File: config.mk
export PLATFORM = sky130hd
export DESIGN_NAME = amp_pwr_seq_flat
export DESIGN_NICKNAME = d
export VERILOG_FILES = /design/src/rtl/amp_pwr_seq_if.sv /design/src/rtl/amp_pwr_seq.sv /design/src/flat_wrapper.sv
export SDC_FILE = /design/constraint.sdc
export NUM_CORES = 1
export LEC_CHECK = 0
export CAP_MARGIN = 40
export CORE_AREA = 8 8 121 79
export CTS_CLUSTER_DIAMETER = 60
export CTS_CLUSTER_SIZE = 28
export DETAILED_ROUTE_END_ITERATION = 8
export DIE_AREA = 0 0 129 87
export GPL_TIMING_DRIVEN = 0
export PLACE_DENSITY = 0.5
export SETUP_SLACK_MARGIN = 0.15
export SLEW_MARGIN = 0
export SYNTH_ARGS = -nofsm -noshare
export SYNTH_HDL_FRONTEND = slang
export SYNTH_SLANG_ARGS = --single-unit
File: constraint.sdc
create_clock -name clk -period 4.3 [get_ports clk]
set_input_delay 0.86 -clock clk [delete_from_list [all_inputs] [get_ports clk]]
set_output_delay 0.86 -clock clk [all_outputs]
set_load 0.02 [all_outputs]
File: src/rtl/amp_pwr_seq_if.sv
// rtl/amp_pwr_seq_if.sv - sequencer control/status bundle for the amp power-up and mute sequencer
//
// Signals:
//   valid      sample strobe from codec_intf (rising edge counted)
//   codec_rdy  CODEC out of reset
//   mute_req   level mute request
//   AMP_ON     amplifier enable
//   gain       12-bit output gain, 0 = silent, 4095 = unity
//   ready      high only while fully on
//   seq_state  current sequencer state for debug/LEDs
// Modports: master drives the requests and observes status, slave is the sequencer.

interface amp_pwr_seq_if;
   logic        valid;
   logic        codec_rdy;
   logic        mute_req;
   logic        AMP_ON;
   logic [11:0] gain;
   logic        ready;
   logic [2:0]  seq_state;

   modport master (
      output valid, codec_rdy, mute_req,
      input  AMP_ON, gain, ready, seq_state
   );

   modport slave (
      input  valid, codec_rdy, mute_req,
      output AMP_ON, gain, ready, seq_state
   );
endinterface

File: src/rtl/amp_pwr_seq.sv
// rtl/amp_pwr_seq.sv - power-up, settle, gain-ramp and mute sequencer for the amp output path
//
// Holds the amp off until the CODEC is ready and FILL_CNT samples have passed,
// enables the amp and waits SETTLE_CYC clocks, then ramps gain to full scale by
// RAMP_STEP per sample. Optional macro AMP_SOFT_MUTE_EN selects a ramped mute
// (RAMP_DN) instead of the default hard mute.
//
// Ports:
//   clk    50 MHz system clock
//   rst_n  asynchronous active-low reset
//   bus    amp_pwr_seq_if.slave: valid, codec_rdy, mute_req in;
//          AMP_ON, gain, ready, seq_state out (all registered)

module amp_pwr_seq #(
   parameter int FILL_CNT   = 1536,
   parameter int SETTLE_CYC = 65536,
   parameter int RAMP_STEP  = 16
) (
   input  logic         clk,
   input  logic         rst_n,
   amp_pwr_seq_if.slave bus
);

   localparam int CNT_W = $clog2(FILL_CNT + 1);
   localparam int TMR_W = $clog2(SETTLE_CYC + 1);
   localparam logic [11:0] GAIN_MAX = 12'hFFF;

   typedef enum logic [2:0] {
      WAIT_CODEC = 3'd0,
      FILL       = 3'd1,
      SETTLE     = 3'd2,
      RAMP_UP    = 3'd3,
      ON         = 3'd4,
      RAMP_DN    = 3'd5,
      MUTED      = 3'd6
   } state_t;

   state_t             state_q, state_d;
   logic               valid_q;
   logic               vrise;
   logic [CNT_W-1:0]   sample_cnt_q, sample_cnt_d;
   logic [TMR_W-1:0]   timer_q, timer_d;
   logic [11:0]        gain_q, gain_d;
   logic               amp_on_q, amp_on_d;
   logic               ready_q, ready_d;
   logic [12:0]        gain_up_wide;
   logic [11:0]        gain_up;
`ifdef AMP_SOFT_MUTE_EN
   logic [11:0]        gain_dn;
`endif

   assign vrise = bus.valid & ~valid_q;

   // Up-step is computed one bit wider so the carry out of 4095 saturates
   // instead of wrapping back towards silence.
   assign gain_up_wide = {1'b0, gain_q} + 13'(RAMP_STEP);
   assign gain_up      = gain_up_wide[12] ? GAIN_MAX : gain_up_wide[11:0];
`ifdef AMP_SOFT_MUTE_EN
   assign gain_dn      = ({1'b0, gain_q} > 13'(RAMP_STEP)) ? (gain_q - 12'(RAMP_STEP)) : 12'd0;
`endif

   // State register plus the datapath registers that move with it.
   always_ff @(posedge clk or negedge rst_n) begin
      if (!rst_n) begin
         state_q      <= WAIT_CODEC;
         valid_q      <= 1'b0;
         sample_cnt_q <= '0;
         timer_q      <= '0;
      end else begin
         state_q      <= state_d;
         valid_q      <= bus.valid;
         sample_cnt_q <= sample_cnt_d;
         timer_q      <= timer_d;
      end
   end

   // Next state, counters and next gain. A mute transition taken on a vrise
   // cycle suppresses the gain step for that cycle.
   always_comb begin
      state_d      = state_q;
      sample_cnt_d = sample_cnt_q;
      timer_d      = timer_q;
      gain_d       = gain_q;

      if (state_q != WAIT_CODEC && !bus.codec_rdy) begin
         state_d      = WAIT_CODEC;
         sample_cnt_d = '0;
         timer_d      = '0;
         gain_d       = '0;
      end else begin
         case (state_q)
            WAIT_CODEC: begin
               sample_cnt_d = '0;
               timer_d      = '0;
               gain_d       = '0;
               if (bus.codec_rdy)
                  state_d = FILL;
            end
            FILL: begin
               timer_d = '0;
               gain_d  = '0;
               if (vrise) begin
                  sample_cnt_d = sample_cnt_q + CNT_W'(1);
                  if (sample_cnt_q == CNT_W'(FILL_CNT - 1))
                     state_d = SETTLE;
               end
            end
            SETTLE: begin
               gain_d = '0;
               if (timer_q == TMR_W'(SETTLE_CYC - 1)) begin
                  state_d = RAMP_UP;
                  timer_d = '0;
               end else begin
                  timer_d = timer_q + TMR_W'(1);
               end
            end
            RAMP_UP: begin
               if (bus.mute_req) begin
`ifdef AMP_SOFT_MUTE_EN
                  state_d = RAMP_DN;
`else
                  state_d = MUTED;
                  gain_d  = '0;
`endif
               end else if (vrise) begin
                  gain_d = gain_up;
                  if (gain_up == GAIN_MAX)
                     state_d = ON;
               end
            end
            ON: begin
               gain_d = GAIN_MAX;
               if (bus.mute_req) begin
`ifdef AMP_SOFT_MUTE_EN
                  state_d = RAMP_DN;
`else
                  state_d = MUTED;
                  gain_d  = '0;
`endif
               end
            end
            RAMP_DN: begin
`ifdef AMP_SOFT_MUTE_EN
               // Releasing mute resumes the up-ramp from wherever gain is now.
               if (!bus.mute_req) begin
                  state_d = RAMP_UP;
               end else if (vrise) begin
                  gain_d = gain_dn;
                  if (gain_dn == 12'd0)
                     state_d = MUTED;
               end
`else
               // Unreachable with hard mute; fall into MUTED silently.
               state_d = MUTED;
               gain_d  = '0;
`endif
            end
            MUTED: begin
               gain_d = '0;
               if (!bus.mute_req) begin
`ifdef AMP_SOFT_MUTE_EN
                  state_d = RAMP_UP;
`else
                  state_d = ON;
                  gain_d  = GAIN_MAX;
`endif
               end
            end
            default: begin
               state_d      = WAIT_CODEC;
               sample_cnt_d = '0;
               timer_d      = '0;
               gain_d       = '0;
            end
         endcase
      end
   end

   // Output decode from the next state so the registered outputs line up
   // with seq_state (AMP_ON rises on the first SETTLE cycle).
   always_comb begin
      amp_on_d = 1'b0;
      ready_d  = 1'b0;
      case (state_d)
         SETTLE, RAMP_UP, RAMP_DN, MUTED: amp_on_d = 1'b1;
         ON: begin
            amp_on_d = 1'b1;
            ready_d  = 1'b1;
         end
         default: begin
            amp_on_d = 1'b0;
            ready_d  = 1'b0;
         end
      endcase
   end

   always_ff @(posedge clk or negedge rst_n) begin
      if (!rst_n) begin
         gain_q   <= '0;
         amp_on_q <= 1'b0;
         ready_q  <= 1'b0;
      end else begin
         gain_q   <= gain_d;
         amp_on_q <= amp_on_d;
         ready_q  <= ready_d;
      end
   end

   assign bus.AMP_ON    = amp_on_q;
   assign bus.gain      = gain_q;
   assign bus.ready     = ready_q;
   assign bus.seq_state = state_q;

endmodule

File: src/flat_wrapper.sv
// flat-port wrapper written by rule: the top's interface ports become plain ports
module amp_pwr_seq_flat 
#(
   parameter int FILL_CNT   = 1536,
   parameter int SETTLE_CYC = 65536,
   parameter int RAMP_STEP  = 16
)
  (clk, rst_n, bus_valid, bus_codec_rdy, bus_mute_req, bus_AMP_ON, bus_gain, bus_ready, bus_seq_state);
  amp_pwr_seq_if bus_i ();
  input  logic clk;
  input  logic rst_n;
  input wire logic [$bits(bus_i.valid)-1:0] bus_valid;
  input wire logic [$bits(bus_i.codec_rdy)-1:0] bus_codec_rdy;
  input wire logic [$bits(bus_i.mute_req)-1:0] bus_mute_req;
  output wire logic [$bits(bus_i.AMP_ON)-1:0] bus_AMP_ON;
  output wire logic [$bits(bus_i.gain)-1:0] bus_gain;
  output wire logic [$bits(bus_i.ready)-1:0] bus_ready;
  output wire logic [$bits(bus_i.seq_state)-1:0] bus_seq_state;
  assign bus_i.valid = bus_valid;
  assign bus_i.codec_rdy = bus_codec_rdy;
  assign bus_i.mute_req = bus_mute_req;
  assign bus_AMP_ON = bus_i.AMP_ON;
  assign bus_gain = bus_i.gain;
  assign bus_ready = bus_i.ready;
  assign bus_seq_state = bus_i.seq_state;
  amp_pwr_seq #(.FILL_CNT(FILL_CNT), .SETTLE_CYC(SETTLE_CYC), .RAMP_STEP(RAMP_STEP)) u_core (.clk(clk), .rst_n(rst_n), .bus(bus_i));
endmodule
==> summary.md, run 1 <==
| Metric | Value |
|---|---|
| Outcome | `completed` |
| Syn_area_per_cell | `9.515 µm²` |
| # hold bufs at CTS | `0` |
| Share of cells above drive strength 1 | `12.13%` |
| Clock Skews | `just over 0.007 ns` |
| Post-CTS setup buffers | `0` |
| Worst r2r dst | `u_core.bus.seq_state[1]` |
| Critical setup path kind | `in -> reg` |
| Starting Density | `roughly a third` |
| Primary FF master, synth | `dfrtp_1` |
| Antenna violations before repair | `0` |
| Starting DRT DRC Count | `around 150` |
| CTS max path bufs | `2` |
| Top Ports | `22` |
| # H-tree levels | `2` |
| Commonest cells after routing, fill and taps aside | `46 x dfrtp_1, 26 x nor2_1, 25 x nand2_1, 19 x clkdlybuf4s50_1, 18 x o21ai_0` |
| Commonest non-fill, non-tap cell in the layout | `dfrtp_1` |
| Die Y | `between 80 and 90 µm` |
| CTS Buf Count | `5` |
| Worst Setup EP | `u_core.timer_q[11]` |
| Fmax | `0.3685 GHz` |
| Sequential area share after synthesis | `around 44%` |
| Reg power frac | `47.7%` |
| Final setup TNS | `0 ns` |
| Post-synth EDFFs | `0` |
| Final Net Count | `about 310` |
| Root buf cell | `clkbuf_16` |
| Met2 usage | `roughly 15%` |
| Syn_nets | `about 280` |
| Leak pwr | `1.266 nW` |
| Netlist cell types | `between 50 and 60` |
| R2R depth | `6` |
| Slew HR | `56.91%` |
| RR Startpoint | `u_core.bus.gain[4]` |
| CTS Sinks | `46` |
| Total Wirelength | `between 6000 and 7000 µm` |
| Post-CTS Resized | `0` |
| CTS clock-pin slew for the worst setup and hold paths | `approximately 0.070 ns` |
| Finish-stage setup viols | `0` |
| Post-DR wirelength/cell | `approximately 15 µm` |
| Flops & latches, synth | `46` |
| Die Wd | `around 130 µm` |
| Hold/Removal Path Class | `in -> async` |
| GR Util met3 | `~3.4%` |
| FFs w/ async S/R, synth | `between 90% and 100%` |
| Met1 Use GR | `17.41%` |
| Synth Cell Area | `around 2600 µm²` |
| Initial DRT Pass Iterations | `4` |
| Number of global-route vias before repair | `roughly 2.0k` |
| Slew Limit Fails | `0` |
| Clock power frac | `between 40% and 50%` |
| Power per cell area | `290.2 nW/µm²` |
| Hold Vio Cnt, Final | `0` |
| Design Power | `913.7 µW` |
| Switching Fraction | `approximately a fifth` |
| Antenna viol nets, final | `0` |
| Via/cell ratio | `around 5.3` |
| CP required | `about 4.5 ns` |
| # diodes | `0` |
| Cell count after synthesis | `~280` |
| Cell Rows | `26` |
| First-pass GRT wire length | `roughly 10,000 µm` |
| VDD IR-drop max | `roughly 0.11 mV` |
| DRC Markers | `0` |
| WP data arrival | `~2.9 ns` |
| GPL Wtd Cong | `roughly 0.77` |
| CP Launch Type | `input pin` |
| DP HPWL | `4583 µm` |
| IO buf count | `20` |
| Gate power share | `4.2%` |
| Area Growth Syn to Fin | `19.87%` |
| Pint | `720.5 µW` |
| CP Launch Point | `bus_codec_rdy` |
| Global route total overflow | `0` |
| Core Box Area | `~8000 µm²` |
| Layout Cells excl Fill | `between 400 and 500` |
| Gr usage total | `between 10 and 15%` |
| Worst-Margin Slew | `between 0.6 and 0.7 ns` |
| Placed Cells | `between 400 and 500` |
| CTS tree | `yes` |
| Top Usage Layer GRT | `met1` |
| Minimum clock period | `between 2 and 3 ns` |
| Switch Pwr | `between 150 and 200 µW` |
| Fin crit share | `between 60 and 70%` |
| Max cap viols | `0` |
| Clock Latency Late Sink | `a little under 0.3 ns` |
| RSZ-0062 raised after global routing | `no` |
| Vias | `2,192` |
| Die area | `around 11,000 µm²` |
| Crit end category | `register` |
| Yosys warning count | `0` |
| CP max FO | `10` |
| R2R setup slack | `around 2.1 ns` |
| Largest net degree at the start of global routing | `33` |
## registers in the layout, indices dropped and copies added (netlist names)
register and count:
u_core.bus.AMP_ON 1, u_core.bus.gain 12, u_core.bus.ready 1, u_core.bus.seq_state 3, u_core.sample_cnt_q 11, u_core.timer_q 17
u_core.valid_q 1
## layout make-up
cell class | instances | area (µm²)
plain buffers | 13 | 57.56
well taps | 112 | 140.1
multi-input cells | 215 | 1410
fillers | 780 | 4822
flip-flops and latches | 46 | 1151
repair buffers | 21 | 215.2
inverters | 2 | 7.507
clock buffers | 6 | 128.9
clock inverters | 2 | 37.54
## Yosys cell counts, drive strengths merged (2+ instances only)
library cell | n | share of area (%)
a211o | 3 | 1.0
a211oi | 2 | 0.95
a21bo | 2 | 0.76
a21boi | 2 | 0.71
a21o | 2 | 0.57
a21oi | 15 | 3.0
a31oi | 6 | 1.4
and3 | 6 | 1.4
and4 | 3 | 1.0
and4b | 2 | 0.76
buf | 6 | 1.2
clkbuf | 7 | 1.0
dfrtp | 46 | 44
ha | 3 | 1.4
inv | 2 | 0.29
mux2i | 2 | 0.76
nand2 | 26 | 3.8
nand2b | 4 | 1.2
nand3 | 10 | 2.5
nand4 | 7 | 1.7
nor2 | 26 | 3.7
nor2b | 3 | 0.71
nor3 | 5 | 0.95
nor4 | 3 | 1.3
nor4b | 2 | 0.67
o2111ai | 4 | 1.3
o211ai | 4 | 1.1
o21a | 7 | 2.0
o21ai | 18 | 3.4
o221a | 4 | 1.7
o22a | 2 | 0.67
or2 | 3 | 0.71
or3 | 6 | 1.5
xnor2 | 4 | 1.3
xor2 | 15 | 5.0
## worst min-delay path by stage
stage,from,end,slack (ns)
after floorplan,u_core.timer_q[16],u_core.timer_q[16],0.47
after global placement,u_core.timer_q[16],u_core.timer_q[16],0.49
after detailed placement,u_core.timer_q[16],u_core.timer_q[16],0.49
after CTS,rst_n,u_core.bus.gain[5],0.50
after global routing,rst_n,u_core.bus.gain[7],0.51
final,rst_n,u_core.bus.gain[5],0.50
## power groups by stage
| stage | logic (mW) | clock network (mW) | registers (mW) |
|---|---|---|---|
| CTS | 0.0394 | 0.455 | 0.436 |
| floorplan | 0.0170 | 0 | 0.444 |
| global route | 0.0429 | 0.470 | 0.436 |
| global placement | 0.0370 | 0 | 0.444 |
| finish | 0.0383 | 0.440 | 0.436 |
| detailed placement | 0.0394 | 0 | 0.444 |
## worst max-delay path, cell delays in order
cell	delay, ns
clkdlybuf4s50_1	0.49
clkbuf_1	0.35
a21boi_2	0.54
nor3_1	0.18
nor4bb_1	0.18
a211o_1	0.26
## cells by family after synthesis
kind of cell	share of synthesized area, %
AND/OR/NAND/NOR	24.20
adder cells (fa/ha/maj)	1.429
AO/OA/AOI/OAI	20.96
XOR/XNOR	6.336
flip-flops	43.83
multiplexers	0.7623
buffers and inverters	2.478
## stage by stage
| stage | utilization [%] | worst slack, ns | area (µm²) | hold WS [ns] |
|---|---|---|---|---|
| floorplan | - | 2.221 | 2626 | 0.4714 |
| global placement | 37.22 | 0.9676 | 2967 | 0.4915 |
| detailed placement | 37.41 | 1.300 | 2982 | 0.4913 |
| CTS | 39.50 | 1.605 | 3148 | 0.5003 |
| global route | 39.50 | 1.447 | 3148 | 0.5130 |
| finish | 39.50 | 1.586 | 3148 | 0.4953 |
## metal layers
layer / vias up / share of wire [%]
met3: 7 / 5.7
met2: 49 / 38
met1: 1058 / 55
met4: 0 / 0.70
met5: - / 0
li1: 1078 / -
Power figures use the tool's default switching activity.
==> run 2: changes to the inputs <==
--- a/config.mk
+++ b/config.mk
@@ -12,7 +12,7 @@
 export DETAILED_ROUTE_END_ITERATION = 8
 export DIE_AREA = 0 0 129 87
 export GPL_TIMING_DRIVEN = 0
-export PLACE_DENSITY = 0.5
+export PLACE_DENSITY = 0.52
 export SETUP_SLACK_MARGIN = 0.15
 export SLEW_MARGIN = 0
 export SYNTH_ARGS = -nofsm -noshare
==> constraint.sdc (replaced) <==
create_clock -name clk -period 2.4 [get_ports clk]
set_input_delay 0.48 -clock clk [delete_from_list [all_inputs] [get_ports clk]]
set_output_delay 0.48 -clock clk [all_outputs]
set_load 0.02 [all_outputs]
==> run 2 against run 1 <==
Non-clock buffer count is the same. Core utilization rose by 0.30 points. Hold slack got worse by 0.34 ns. Sequential share of layout area down 0.23 points. Flip-flop and latch count stayed put. Combinational power rose by 80%. Total power grew 77%. Clock skew shrank 0.0035 ns. Count of clock-buffer cells in the layout shrank 1. Sequential power up 79%. Critical path type is now reg -> reg. Largest cell class unchanged. Largest power group is now registers. Highest routed layer unchanged.
==> summary.md, run 2 (synthesis results as in run 1) <==
| Metric | Value |
|---|---|
| Cell Rows | `26 (unchanged)` |
| Worst-Margin Slew | `0.5423 ns (-0.1029 ns)` |
| Layout Cells excl Fill | `417 (unchanged)` |
| Largest net degree at the start of global routing | `27 (-18%)` |
| Max reg flops | `17 (unchanged)` |
| Vias | `2,151 (-1.9%)` |
| Post-DR wirelength/cell | `15.22 µm (+0.47%)` |
| Critical path buffers and inverters | `0 (-2)` |
| Top Ports | `22 (unchanged)` |
| Post-CTS setup buffers | `0 (unchanged)` |
| CP max FO | `8 (-2)` |
| Die Y | `87 µm (unchanged)` |
| Initial DRT Pass Iterations | `4 (unchanged)` |
| Final Net Count | `312 (unchanged)` |
| Global route total overflow | `0 (unchanged)` |
| # diodes | `0 (unchanged)` |
| Minimum clock period | `2.110 ns` |
| GPL Wtd Cong | `0.7874 (+2.0%)` |
| Antenna viol nets, final | `0 (unchanged)` |
| Starting DRT DRC Count | `135 (-12%)` |
| DRC Markers | `0 (unchanged)` |
| Biggest register | `u_core.timer_q` |
| CTS tree | `yes` |
| Cell Chain, Critical Path | `ha_1 > nand3_2 > or3_1 > a211o_1 > a211oi_4 > o21ai_0` |
| Fillcell total | `802 (+2.8%)` |
| RSZ-0062 raised after global routing | `no` |
| Commonest non-fill, non-tap cell in the layout | `dfrtp_1` |
| CTS Sinks | `46 (unchanged)` |
| Critical setup path kind | `reg -> reg` |
| VDD IR-drop max | `0.2570 mV (+130%)` |
| CP max-delay cell | `dfrtp_1` |
| WP data arrival | `2.26 ns (-0.63 ns)` |
| CTS clock-pin slew for the worst setup and hold paths | `0.06 ns (about the same)` |
| Share of cells above drive strength 1 | `13.11% (+0.98 points)` |
| Delay of the slowest critical-path stage | `0.42 ns (-0.12 ns)` |
| CTS max path bufs | `2 (unchanged)` |
| Power per cell area | `510.1 nW/µm² (+76%)` |
| Multi-input logic area | `1433 µm² (+1.6%)` |
| Starting Density | `32.95% (unchanged)` |
| Fin crit share | `between 80% and 90%` |
| Number of global-route vias before repair | `2,070 (+1.3%)` |
| DP HPWL | `4713 µm (+2.8%)` |
| IO buf count | `20 (unchanged)` |
| Post-place setup slack | `-0.1847 ns (-1.485 ns)` |
| Design Power | `1.618 mW (+77%)` |
| Hold Vio Cnt, Final | `0 (unchanged)` |
| Slew HR | `63.72% (+6.8 points)` |
| Leak pwr | `1.280 nW (+1.1%)` |
| Hold/Removal Path Class | `in -> async` |
| Final Util | `39.80% (+0.30 points)` |
| CP Launch Type | `register` |
| Area Growth Syn to Fin | `20.77%` |
| Clock Skews | `0.003706 ns (-0.003464 ns)` |
| Antenna violations before repair | `0 (unchanged)` |
| Root buf cell | `clkbuf_16` |
| First-pass GRT wire length | `10,710 µm (+2.4%)` |
| Fmax | `roughly 0.47 GHz` |
| # hold bufs at CTS | `0 (unchanged)` |
| Crit end category | `register` |
| Slew Limit Fails | `0 (unchanged)` |
| Commonest cells after routing, fill and taps aside | `45 x dfrtp_1, 26 x nor2_1, 25 x nand2_1, 19 x clkdlybuf4s50_1, 18 x o21ai_0` |
| CP delay by family, top | `compound AO/OA/AOI/OAI gates` |
| Die Wd | `129 µm (unchanged)` |
| Finish-stage setup viols | `0 (unchanged)` |
| Placed Cells | `409 (unchanged)` |
| Outcome | `completed` |
| CP required | `2.55 ns (-1.92 ns)` |
| CTS Buf Count | `5 (unchanged)` |
| Die area | `11,220 µm² (unchanged)` |
| # H-tree levels | `2 (unchanged)` |
| Gr usage total | `12.14% (+0.54 points)` |
| Clock Latency Late Sink | `0.29 ns (about the same)` |
| Reg area | `1152 µm² (+0.11%)` |
| Core Box Area | `7970 µm² (unchanged)` |
| Max cap viols | `0 (unchanged)` |
| Worst Slack Setup Final | `0.2902 ns (-1.296 ns)` |
| Total Wirelength | `6346 µm (+0.47%)` |
| Via/cell ratio | `5.158 (-1.9%)` |
-- run 2: cell count changes in the layout (fill, tap and decap cells not counted), sizes merged --
cell and change:
clkbuf -1, clkinv +2, clkinvlp -1
-- run 2: where the power goes --
group          leakage, nW  internal, mW  switching [mW]
combinational        0.560        0.0224          0.0466
clock               0.0836         0.487           0.281
sequential           0.636         0.778         0.00273
total                 1.28          1.29           0.330
-- run 2: cell type report --
class | count | area share (%)
buffer | 13 | 1.854
clock buffer | 5 | 3.945
clock inverter | 3 | 1.262
inverter | 2 | 0.2367
multi-input combinational | 215 | 45.17
sequential | 46 | 36.33
tap | 112 | 4.418
timing repair buffer | 21 | 6.785
-- run 2: worst paths after layout --
path / from / to / slack (ns) / cells after the start
max: u_core.bus.gain[5] / u_core.bus.seq_state[1] / 0.29 / 6
min: rst_n / u_core.timer_q[11] / 0.16 / 1
max reg2reg: u_core.bus.gain[5] / u_core.bus.seq_state[1] / 0.29 / 6
min reg2reg: u_core.timer_q[16] / u_core.timer_q[16] / 0.49 / 2
max in group asynchronous: rst_n / u_core.bus.gain[4] / 1.72 / 2
min in group clk: u_core.timer_q[16] / u_core.timer_q[16] / 0.49 / 2
-- run 2: metal layers --
| layer | wire [µm] | vias to the layer above | track usage (%) |
|---|---|---|---|
| met5 | 0 | - | 0 |
| met4 | 64 | 0 | 3.924 |
| met3 | 323 | 5 | 3.545 |
| met2 | 2317 | 32 | 15.61 |
| met1 | 3641 | 1035 | 18.30 |
| li1 | - | 1079 | - |
-- run 2: repair_timing --
action                                  4_1_cts  5_1_grt
gates cloned                                  0        0
gates resized for setup                       1        5
endpoints found under the setup margin        1       14
pin swaps                                     0        1
-- run 2: metrics by stage --
step	setup TNS [ns]	cell area [µm²]	hold slack, ns
6_report	0	3172	0.1578
5_1_grt	0	3172	0.1985
4_1_cts	0	3154	0.1708
3_5_place_dp	-1.596	2982	0.4805
3_3_place_gp	-26.61	2967	0.4891
2_1_floorplan	0	2626	0.1844
